==> config.mk <==
export PLATFORM = sky130hd
export DESIGN_NAME = fpu_conv_s2d_seq
export DESIGN_NICKNAME = d
export VERILOG_FILES = /design/src/rtl/fpu_conv_s2d_seq.sv
export SDC_FILE = /design/constraint.sdc
export NUM_CORES = 1
export LEC_CHECK = 0
export ABC_AREA = 1
export ABC_CLOCK_PERIOD_IN_PS = 1050
export BUFFER_PORTS_ARGS = -buffer_cell sky130_fd_sc_hd__buf_2
export CAP_MARGIN = 0
export CORE_ASPECT_RATIO = 1.4
export CORE_UTILIZATION = 39
export DETAILED_ROUTE_END_ITERATION = 7
export PLACE_DENSITY = 0.72
export SETUP_SLACK_MARGIN = 0.15
export SYNTH_ARGS = -nofsm -noshare
export SYNTH_HDL_FRONTEND = slang
export SYNTH_SLANG_ARGS = --single-unit
==> constraint.sdc <==
create_clock -name clock -period 1.05 [get_ports clock]
set_input_delay 0.2625 -clock clock [delete_from_list [all_inputs] [get_ports clock]]
set_output_delay 0.2625 -clock clock [all_outputs]
set_load 0.05 [all_outputs]
==> src/rtl/fpu_conv_s2d_seq.sv <==
// Sequential binary32 -> binary64 widening converter with valid/ready on both sides.
// Define FPU_S2D_DENORM_EN to normalise denormal inputs; otherwise they flush to signed zero.
module fpu_conv_s2d_seq #(
    parameter bit CANON_NAN = 1'b0
) (
    input  logic        clock,
    input  logic        reset,
    input  logic        inValid,
    output logic        inReady,
    input  logic [31:0] inVal,
    output logic        outValid,
    input  logic        outReady,
    output logic [63:0] outVal,
    output logic        outDenorm
);

    typedef enum logic [1:0] {
        IDLE = 2'd0,
        NORM = 2'd1,
        DONE = 2'd2
    } stateT;

    stateT stateReg;
    stateT stateNext;

    logic [63:0] outValReg;
    logic        outDenormReg;

    logic        inSign;
    logic [7:0]  inExp;
    logic [22:0] inMan;
    logic        expIsZero;
    logic        expIsMax;
    logic        manIsZero;
    logic        isDenormIn;
    logic        accept;
    logic [63:0] fastResult;

    assign inSign     = inVal[31];
    assign inExp      = inVal[30:23];
    assign inMan      = inVal[22:0];
    assign expIsZero  = (inExp == 8'd0);
    assign expIsMax   = (inExp == 8'hFF);
    assign manIsZero  = (inMan == 23'd0);
    assign isDenormIn = expIsZero && !manIsZero;
    assign accept     = inValid && (stateReg == IDLE);

    // Single-cycle result for everything except normalised denormals.
    // Zero-exponent inputs land on signed zero here, which is also the flush value.
    always_comb begin
        fastResult = {inSign, 63'd0};
        if (expIsMax) begin
            if (manIsZero) begin
                fastResult = {inSign, 11'h7FF, 52'd0};
            end else if (CANON_NAN) begin
                fastResult = {inSign, 63'h7FF8000000000000};
            end else begin
                fastResult = {inSign, 11'h7FF, inMan, 29'd0};
            end
        end else if (!expIsZero) begin
            fastResult = {inSign, {3'd0, inExp} + 11'd896, inMan, 29'd0};
        end
    end

`ifdef FPU_S2D_DENORM_EN
    logic [23:0] shifterReg;
    logic [4:0]  countReg;
    logic        signReg;
    logic [23:0] shifterNext;
    logic [4:0]  countNext;
    logic        normDone;

    assign shifterNext = {shifterReg[22:0], 1'b0};
    assign countNext   = countReg + 5'd1;
    assign normDone    = shifterNext[23];
`endif

    // State register
    always_ff @(posedge clock) begin
        if (reset) begin
            stateReg <= IDLE;
        end else begin
            stateReg <= stateNext;
        end
    end

    // Next-state logic
    always_comb begin
        stateNext = stateReg;
        case (stateReg)
            IDLE: begin
                if (inValid) begin
`ifdef FPU_S2D_DENORM_EN
                    stateNext = isDenormIn ? NORM : DONE;
`else
                    stateNext = DONE;
`endif
                end
            end
`ifdef FPU_S2D_DENORM_EN
            NORM: begin
                if (normDone) begin
                    stateNext = DONE;
                end
            end
`endif
            DONE: begin
                if (outReady) begin
                    stateNext = IDLE;
                end
            end
            default: stateNext = IDLE;
        endcase
    end

    // Output decode
    always_comb begin
        inReady   = (stateReg == IDLE);
        outValid  = (stateReg == DONE);
        outVal    = outValReg;
        outDenorm = outDenormReg;
    end

    // Result registers only change on a single-cycle accept or when normalisation finishes,
    // so the result stays bit-identical through DONE and keeps its old value in IDLE/NORM.
    always_ff @(posedge clock) begin
        if (reset) begin
            outValReg    <= 64'd0;
            outDenormReg <= 1'b0;
        end else begin
`ifdef FPU_S2D_DENORM_EN
            if (accept && !isDenormIn) begin
                outValReg    <= fastResult;
                outDenormReg <= 1'b0;
            end else if (stateReg == NORM && normDone) begin
                outValReg    <= {signReg, 11'd897 - {6'd0, countNext}, shifterNext[22:0], 29'd0};
                outDenormReg <= 1'b1;
            end
`else
            if (accept) begin
                outValReg    <= fastResult;
                outDenormReg <= isDenormIn;
            end
`endif
        end
    end

`ifdef FPU_S2D_DENORM_EN
    // Shift until the leading one reaches bit 23; k counts the shifts taken.
    always_ff @(posedge clock) begin
        if (reset) begin
            shifterReg <= 24'd0;
            countReg   <= 5'd0;
            signReg    <= 1'b0;
        end else if (accept && isDenormIn) begin
            shifterReg <= {1'b0, inMan};
            countReg   <= 5'd0;
            signReg    <= inSign;
        end else if (stateReg == NORM) begin
            shifterReg <= shifterNext;
            countReg   <= countNext;
        end
    end
`endif

endmodule

==> impl_metrics.json <==
{
  "ys.flop_type": "dfxtp_1",
  "drtAntennaViolNets": 0,
  "cts.clk_slew.worst_paths_ns": 0.07,
  "syn_area_per_cell_sq_um": 7.35,
  "synth_edf_count": 0,
  "cts_num_sinks": 35,
  "grt_usage": 0.191,
  "endpoint_kind": "primary output",
  "cts_tree": "yes",
  "cts_max_path_buffers": 2,
  "yosys_warnings": 0,
  "wl_um": 4880,
  "mostFrequentLayoutCell": "nor2_1",
  "max_freq_mhz": 829,
  "power_density_mw_per_mm2": 1360,
  "io_buffers": 73,
  "cp_slowest_cell": "dfxtp_4",
  "reg2reg_depth": 8,
  "cts_hold_buf": 0,
  "nets": 377,
  "status": "finished, violations left",
  "nFillCells": 331,
  "yosysSeqAreaShare": 0.392,
  "antenna_found_initial": 0,
  "whs_path_depth": 3,
  "clock_latency_ns": 0.29,
  "fin_ws_ns": -0.156,
  "io_pins": 103,
  "rsz0062_at_grt": "true",
  "hold_end": "outVal[63]",
  "grt_max_degree": 25,
  "dieArea_sq_mm": 0.00486,
  "max_stage_delay_ns": 0.37,
  "multiInputGateArea_sq_mm": 0.00106,
  "grt.overflow.total": 0,
  "drc_errors": 0,
  "power_leakage_uw": 0.00147,
  "layout_common_cells": "44 x nor2_1, 37 x buf_8, 36 x buf_2, 31 x nand2_1, 30 x dfxtp_2",
  "netlist_instances": 243,
  "vias_per_cell": 4.47,
  "drt_iter0_markers": 59,
  "synth_cell_types": 22,
  "hold_viol_final": 0,
  "hp-start": "inVal[31]",
  "synth_area_sq_mm": 0.00179,
  "fin_worst_skew_ns": 0.00883,
  "vias": 1796,
  "failed_checks": "setup timing",
  "tightestPinTransition_ns": 0.608,
  "crit_fanout": 2,
  "fin_hold_ws_ns": 0.227,
  "grt_pass1_vias": 1602,
  "areaGrowthSynthToFinish_pct": 79.0,
  "cp_cell_sequence": "inv_8, buf_6, buf_8",
  "post_drt_wl_per_cell_um": 12.1,
  "slew_violations": 0,
  "synth-seq-cells": 35,
  "regArea_sq_um": 757,
  "dp_hpwl_um": 2960,
  "diodes": 0,
  "root_buffer": "clkbuf_8",
  "maxCapViolCount": 0,
  "arrival_ns": 0.94,
  "crit_path_start_kind": "flop",
  "relSlewSlack": 0.594,
  "cts_made_buffers": 5,
  "rr_endpoint": "outVal[38]",
  "cts.htree.levels": 2,
  "die_h_um": 82.1,
  "grt_pass1_wl_um": 6910,
  "std_cell_rows": 28,
  "die_w_um": 59.2,
  "drive_gt1_frac": 0.594,
  "finalNonFillerCells": 402,
  "min_period_ns": 1.21,
  "period_share": 1.15,
  "gp_congestion": 0.724,
  "r2r-start": "stateReg[1]",
  "timing.reg2reg.setup_slack_ns": -0.12,
  "hold_path.class": "input pin to flop",
  "drtPass1Iterations": 4,
  "setup_viol": 40,
  "synthArstFlopShare": 0,
  "peakVddDrop_mv": 0.903,
  "dp_cells": 380,
  "required_ns": 0.79,
  "coreArea_sq_mm": 0.00431,
  "initial_core_util": 0.414,
  "critical_path_class": "flop to primary output"
}
state kept, by name (all words and copies together), names as in the netlist:
name / count
outDenorm: 1
stateReg: 1
outVal: 33
synth_stat cells, types with 3 or more instances:
| master | instances | area, sq um |
|---|---|---|
| inv_2 | 6 | 22.5 |
| a21oi_1 | 4 | 20.0 |
| dfxtp_1 | 35 | 701 |
| o21ai_1 | 10 | 50.1 |
| nand2_1 | 55 | 206 |
| o21a_1 | 23 | 173 |
| nor2_1 | 50 | 188 |
| clkbuf_1 | 3 | 11.3 |
| buf_4 | 36 | 270 |
metal layers:
metal | track usage | vias up | share of wire
met1 | 0.198 | 811 | 0.36
met2 | 0.356 | 73 | 0.58
li1 | - | 906 | -
met3 | 0.0457 | 6 | 0.049
met4 | 0.0786 | 0 | 0.013
met5 | 0 | - | 0
worst max-delay path by stage:
| stage | start | end |
|---|---|---|
| floorplan | stateReg[1] | outVal[32] |
| global placement | inVal[25] | outVal[61] |
| detailed placement | inVal[25] | outVal[61] |
| CTS | stateReg[1] | inReady |
| global route | stateReg[1] | inReady |
| finish | stateReg[1] | inReady |
critical path: cells and delay by family, from the launching register on:
family	cells	cell delay [ns]
buf+inv	3	0.29
flops	1	0.37
stage by stage:
| stage | cell area [sq um] | setup slack [ns] | util | TNS [ns] | total power, uW |
|---|---|---|---|---|---|
| after global routing | 3200 | -0.185 | 0.742 | -4.42 | 4530 |
| after floorplan | 1940 | -0.0970 | - | -2.47 | 2440 |
| final | 3200 | -0.156 | 0.742 | -2.11 | 4350 |
| after detailed placement | 2220 | -0.153 | 0.515 | -3.20 | 2620 |
| after CTS | 2840 | -0.158 | 0.659 | -2.40 | 4170 |
| after global placement | 2220 | -0.149 | 0.515 | -2.87 | 2610 |
logic make-up (layout without fill, tap and decap cells):
| family | after synthesis | after routing | synth area share |
|---|---|---|---|
| other | 1 | 29 | 0.00210 |
| and+or+nand+nor | 116 | 116 | 0.263 |
| buffers and inverters | 51 | 122 | 0.193 |
| DFF | 35 | 35 | 0.392 |
| AOI/OAI and AO/OA | 40 | 40 | 0.149 |
power by group:
group          internal, uW  switching [uW]  leakage, uW
sequential             1430            87.8     0.000303
clock                   768             493    0.0000612
combinational           629             945      0.00111
total                  2830            1530      0.00147
final cells by class:
type                    instances  share of cell area
repair buffers                106               0.356
multi-input cells             185               0.331
flip-flops and latches         35               0.237
clock buffers                   6              0.0258
well taps                      60              0.0235
inverters                       8              0.0157
clock inverters                 2              0.0110
repair_timing:
item                                    in CTS  in global routing
gates cloned                                 2                  1
buffers inserted                             6                  5
endpoints found under the setup margin      73                 73
resized for setup                          136                 82
pin swaps                                    0                 39
No activity file was read; power rests on OpenSTA's default activity.
